### src/rtl/systolic_sequencer.sv
// Sequencer for an MxN weight-stationary systolic array: loads weight columns,
// skews activation vectors into the array and deskews the column psums back.
//
// state  | meaning
// IDLE   | waiting for start
// LOAD_W | accepting N weight columns, plus one settle cycle after the last strobe
// STREAM | accepting activation vectors, one wavefront slot per cycle
// DRAIN  | counting down until the last result has left the array
// DONE   | one-cycle done pulse
module systolic_sequencer #(
  parameter int M          = 2,
  parameter int N          = 2,
  parameter int ARRAY_LAT  = 3,
  parameter int CNT_W      = 16,
  parameter int A_WIDTH    = 8,
  parameter int B_WIDTH    = 8,
  parameter int C_WIDTH    = 32,
  parameter int CTRL_WIDTH = 1
) (
  input  logic                                   clk,
  input  logic                                   rst,
  input  logic                                   start,
  input  logic [CNT_W-1:0]                       num_vec,
  output logic                                   busy,
  output logic                                   done,
  input  logic                                   w_valid,
  output logic                                   w_ready,
  input  logic [M-1:0][A_WIDTH-1:0]              w_data,
  input  logic                                   in_valid,
  output logic                                   in_ready,
  input  logic [M-1:0][B_WIDTH-1:0]              in_data,
  output logic [CTRL_WIDTH-1:0]                  ctrl,
  output logic [M-1:0][B_WIDTH-1:0]              iact,
  output logic [N-1:0][M-1:0][CTRL_WIDTH-1:0]    wctrl,
  output logic [N-1:0][M-1:0][A_WIDTH-1:0]       weights,
  input  logic [N-1:0][C_WIDTH-1:0]              psum,
  output logic                                   out_valid,
  output logic [N-1:0][C_WIDTH-1:0]              out_data
);

  localparam int COL_W      = $clog2(N + 1);
  localparam int DRAIN_INIT = ARRAY_LAT + N + M;
  localparam int DR_W       = $clog2(DRAIN_INIT + 1);
  localparam int VLD_LEN    = ARRAY_LAT + N;

  typedef enum logic [2:0] {IDLE, LOAD_W, STREAM, DRAIN, DONE} state_t;

  state_t             state, state_nx;
  logic [CNT_W-1:0]   vec_left;
  logic [COL_W-1:0]   col;
  logic [DR_W-1:0]    drain_cnt;
  logic               cols_loaded;
  logic               w_fire;
  logic               in_fire;

  assign cols_loaded = (col == COL_W'(N));
  assign w_fire      = w_valid && w_ready;
  assign in_fire     = in_valid && in_ready;

  always_ff @(posedge clk) begin
    if (!rst) state <= IDLE;
    else      state <= state_nx;
  end

  // The settle cycle in LOAD_W keeps in_ready low while the last wctrl strobe is out.
  always_comb begin
    state_nx = state;
    busy     = 1'b1;
    done     = 1'b0;
    w_ready  = 1'b0;
    in_ready = 1'b0;
    case (state)
      IDLE: begin
        busy = 1'b0;
        if (start) state_nx = LOAD_W;
      end
      LOAD_W: begin
        w_ready = !cols_loaded;
        if (cols_loaded) state_nx = (vec_left == '0) ? DRAIN : STREAM;
      end
      STREAM: begin
        in_ready = 1'b1;
        if (in_fire && vec_left == CNT_W'(1)) state_nx = DRAIN;
      end
      DRAIN: begin
        if (drain_cnt == '0) state_nx = DONE;
      end
      DONE: begin
        done     = 1'b1;
        state_nx = IDLE;
      end
      default: state_nx = IDLE;
    endcase
  end

  always_ff @(posedge clk) begin
    if (!rst) begin
      vec_left  <= '0;
      col       <= '0;
      drain_cnt <= '0;
    end else begin
      if (state == IDLE && start) begin
        vec_left <= num_vec;
        col      <= '0;
      end
      if (w_fire)  col      <= col + COL_W'(1);
      if (in_fire) vec_left <= vec_left - CNT_W'(1);
      if (state != DRAIN && state_nx == DRAIN)
        drain_cnt <= DR_W'(DRAIN_INIT);
      else if (state == DRAIN && drain_cnt != '0)
        drain_cnt <= drain_cnt - DR_W'(1);
    end
  end

  always_ff @(posedge clk) begin
    if (!rst) begin
      wctrl   <= '0;
      weights <= '0;
    end else begin
      wctrl <= '0;
      for (int j = 0; j < N; j++) begin
        if (w_fire && col == COL_W'(j)) begin
          for (int i = 0; i < M; i++) begin
            wctrl[j][i]   <= CTRL_WIDTH'(1);
            weights[j][i] <= w_data[i];
          end
        end
      end
    end
  end

  // Slot register: every cycle launches either a real vector or an all-zero bubble.
  logic [M-1:0][B_WIDTH-1:0] slot;

  always_ff @(posedge clk) begin
    if (!rst) begin
      ctrl <= '0;
      slot <= '0;
    end else begin
      ctrl <= CTRL_WIDTH'(in_fire);
      slot <= in_fire ? in_data : '0;
    end
  end

  for (genvar i = 0; i < M; i++) begin : g_skew
    if (i == 0) begin : g_direct
      assign iact[0] = slot[0];
    end else begin : g_sr
      logic [B_WIDTH-1:0] sr [i];
      always_ff @(posedge clk) begin
        if (!rst) begin
          for (int k = 0; k < i; k++) sr[k] <= '0;
        end else begin
          sr[0] <= slot[i];
          for (int k = 1; k < i; k++) sr[k] <= sr[k-1];
        end
      end
      assign iact[i] = sr[i-1];
    end
  end

  // Later columns arrive later, so column j waits N-1-j cycles to line up with column N-1.
  logic [N-1:0][C_WIDTH-1:0] aligned;

  for (genvar j = 0; j < N; j++) begin : g_deskew
    if (N - 1 - j == 0) begin : g_direct
      assign aligned[j] = psum[j];
    end else begin : g_dl
      logic [C_WIDTH-1:0] dl [N-1-j];
      always_ff @(posedge clk) begin
        if (!rst) begin
          for (int k = 0; k < N - 1 - j; k++) dl[k] <= '0;
        end else begin
          dl[0] <= psum[j];
          for (int k = 1; k < N - 1 - j; k++) dl[k] <= dl[k-1];
        end
      end
      assign aligned[j] = dl[N-2-j];
    end
  end

  logic [VLD_LEN-1:0] vld;

  always_ff @(posedge clk) begin
    if (!rst) begin
      vld      <= '0;
      out_data <= '0;
    end else begin
      vld      <= {vld[VLD_LEN-2:0], |ctrl};
      out_data <= aligned;
    end
  end

  assign out_valid = vld[VLD_LEN-1];

endmodule

### config.mk
export PLATFORM = sky130hd
export DESIGN_NAME = systolic_sequencer
export DESIGN_NICKNAME = d
export VERILOG_FILES = /design/src/rtl/systolic_sequencer.sv
export SDC_FILE = /design/constraint.sdc
export NUM_CORES = 1
export LEC_CHECK = 0
export ABC_AREA = 1
export BUFFER_PORTS_ARGS = -buffer_cell sky130_fd_sc_hd__buf_4
export CAP_MARGIN = 20
export CORE_AREA = 2 2 124 126
export CTS_BUF_LIST = sky130_fd_sc_hd__clkbuf_8 sky130_fd_sc_hd__clkbuf_16
export DETAILED_ROUTE_END_ITERATION = 6
export DIE_AREA = 0 0 126 128
export GPL_TIMING_DRIVEN = 0
export PLACE_DENSITY_LB_ADDON = 0.3
export SLEW_MARGIN = 20
export SYNTH_ARGS = -nofsm -noshare
export SYNTH_HDL_FRONTEND = slang
export SYNTH_SLANG_ARGS = --single-unit
### constraint.sdc
create_clock -name clk -period 1.4 [get_ports clk]
set_input_delay 0.14 -clock clk [delete_from_list [all_inputs] [get_ports clk]]
set_output_delay 0.14 -clock clk [all_outputs]
set_load 0.05 [all_outputs]
==> flow_summary.ini <==
[cells_and_area]
drive_above_1_share = 0.3405
finish.instance_area_sq_um = 10810
area_growth_pct = 68.46
fin_nets = 1313
antenna_cells = 0
instances_no_fill = 1389

[die]
die-height_um = 128
ioPinCount = 239
fp.dieArea_sq_um = 16130
chipWidth_um = 126
initial_core_util = 0.4318
rows = 45
core_sq_um = 14860

[run_status]
violations = setup timing
outcome = finished, violations left

[sta]
relSlewSlack = 0.4677
skew_ns = 0.008134
rsz0062_at_grt = yes
fin_hold_ws_ns = 0.02434
fin_crit_sh = 1.119
min_period_ns = 1.567
fin_tns_setup_ns = -3.616
finalMaxSlewViolations = 0
tightest_slew_ns = 0.7985
setup_violations = 39
hold_viol = 0
max_clock_freq_ghz = 0.6382
setup_ws_ns = -0.1668

[job]
drv_cap = 0

[placed_design]
place_ws_ns = -0.2418
portBuffers = 238
placed_area_sq_um = 8449
placed_cells = 1229
gp_congestion = 0.8615
dp_hpwl_mm = 11.14

[setup_path]
critPathBufInv = 4
reg2reg_slack_ns = -0.17
cp_cell_sequence = inv_4, nor3_4, buf_6, nand3_4, inv_8, nand2_8, clkbuf_16, o21ai_2, nor2_1
path_max_fanout = 5
cp.arrival_ns = 1.89
end_kind = flop
worst_path_dominant_cell_family = buffers and inverters
critPathKind = reg2reg
worstPathRequired_ns = 1.72
max_stage_delay_ns = 0.40
cp_slowest_cell = dfxtp_4
cp-start-kind = flop

[logic_synthesis]
synth_top_cell_by_area = dfxtp_1
ys.flop_type = dfxtp_1
seq_area_frac_synth = 0.5739
synth-seq-cells = 184
synthTopCellsByCount = dfxtp_1, nand2_1, inv_1
ys_types = 32
yosysMostFrequentCell = dfxtp_1
yosys_warnings = 0
ys_async_sr_fraction = 0
synth_edf_count = 0
synth_area_sq_um = 6419
synth_top_area_frac = 0.5739
syn_area_per_cell_sq_um = 7.993
syn_inst = 803
synth_fp_nets = 928
synth.area.top_cells = dfxtp_1, nand2_1, inv_1

[power]
leakage_nw = 5.755
ir_drop_uv = 736.9
power_density_nw_per_um2 = 1188

[hold_path]
min_path_type = in2reg

[clock_tree]
h-tree-depth = 4
cts.clk_slew.worst_paths_ns = 0.07
cts_buffers = 17
clockBufferDepth = 2
clk_latency_ns = 0.43
cts_tree = done
cts_sinks = 184
root_buffer = clkbuf_16

[global_routing]
antenna_found_initial = 0
grt_max_degree = 18
grt_pass1_wl_mm = 27.47
grt_pass1_vias = 5945
grt.total_usage = 0.2144
overflow = 0

[route]
vias_per_cell = 4.484
dr.pass1.iters = 5
vias = 6228
wl_mm = 18.78
drc_errors = 0
final_antenna_net_count = 0
drt_iter0_drc = 302
wl_per_cell_um = 13.52
[flip-flops by register name, indices dropped and copies added (netlist names)]
register and count:
vec_left 16, vld 5, wctrl 2, slot 8, ctrl 1, g_skew.g_sr.sr 8
drain_cnt 3, state 3, out_data 64, weights 32, g_deskew.g_dl.dl 32, iact 8
col 2
[logic make-up after synthesis]
kind of cell	after synthesis	share of synthesized area
DFF	184	0.5739
AOI/OAI and AO/OA	67	0.05361
buffers and inverters	199	0.1314
adders and majority gates	8	0.01560
xor gates and xnor gates	5	0.006824
and+or+nand+nor	340	0.2187
[worst reg2reg max path, cell delays in order, from the launching register on]
cell	delay, ns
dfxtp_4	0.40
inv_4	0.05
nor3_4	0.21
buf_6	0.14
nand3_4	0.09
inv_8	0.11
nand2_8	0.09
clkbuf_16	0.19
o21ai_2	0.13
nor2_1	0.05
[placed cells by master, fill, tap and decap left out, types with 13 or more instances in the layout]
| master | Yosys | routed |
|---|---|---|
| clkbuf_1 | 17 | 17 |
| clkbuf_16 | 0 | 21 |
| dfxtp_1 | 184 | 177 |
| dlygate4sd3_1 | 0 | 97 |
| o21ai_2 | 0 | 24 |
| nand3_1 | 18 | 17 |
| nand2_1 | 173 | 166 |
| nor2_1 | 127 | 114 |
| buf_6 | 5 | 13 |
| buf_4 | 11 | 261 |
| a21oi_1 | 17 | 15 |
| inv_1 | 155 | 147 |
[path summary, 6_finish.rpt]
check                                                           from                         to  cells past startpoint
worst max-delay path                             state[0]$_SDFF_PN0_   weights[25]$_SDFFE_PN0P_                      9
worst min-delay path                                     num_vec[11]  vec_left[11]$_SDFFE_PN0P_                      5
worst max register to register                   state[0]$_SDFF_PN0_   weights[25]$_SDFFE_PN0P_                      9
worst min register to register  g_deskew[0].g_dl.dl[0][3]$_SDFF_PN0_     out_data[3]$_SDFF_PN0_                      2
[layer usage]
| metal | share of wire | vias to the layer above | track usage |
|---|---|---|---|
| met1 | 0.39 | 2849 | 0.2363 |
| met4 | 0.025 | 0 | 0.09179 |
| met2 | 0.52 | 209 | 0.3852 |
| li1 | - | 3133 | - |
| met3 | 0.064 | 37 | 0.06219 |
| met5 | 0 | - | 0 |
[what timing repair did]
item,in CTS,in global routing
setup buffers,14,15
pin swaps,5,27
gates cloned,0,6
hold buffers,97,0
endpoints found under the setup margin,66,63
gates resized for setup,33,100
endpoints found under the hold margin,113,0
[power breakdown]
| group | internal [W] | switching (W) |
|---|---|---|
| combinational | 0.000923 | 0.00123 |
| sequential | 0.00545 | 0.000113 |
| clock | 0.00297 | 0.00216 |
[metrics by stage]
| stage | power [W] | utilization |
|---|---|---|
| after floorplan | 0.006694 | - |
| after global placement | 0.007301 | 0.5684 |
| after detailed placement | 0.007324 | 0.5684 |
| after CTS | 0.01269 | 0.6897 |
| after global routing | 0.01332 | 0.7274 |
| final | 0.01284 | 0.7274 |
[final cells by class]
| cell class | count | area, sq um |
|---|---|---|
| buffer | 35 | 232.7 |
| sequential | 184 | 3700 |
| inverter | 163 | 663.1 |
| fill | 1050 | 4051 |
| clock buffer | 19 | 452.9 |
| tap | 188 | 235.2 |
| multi-input combinational | 422 | 2218 |
| clock inverter | 13 | 183.9 |
| timing repair buffer | 365 | 3127 |
Power figures use the tool's default switching activity.
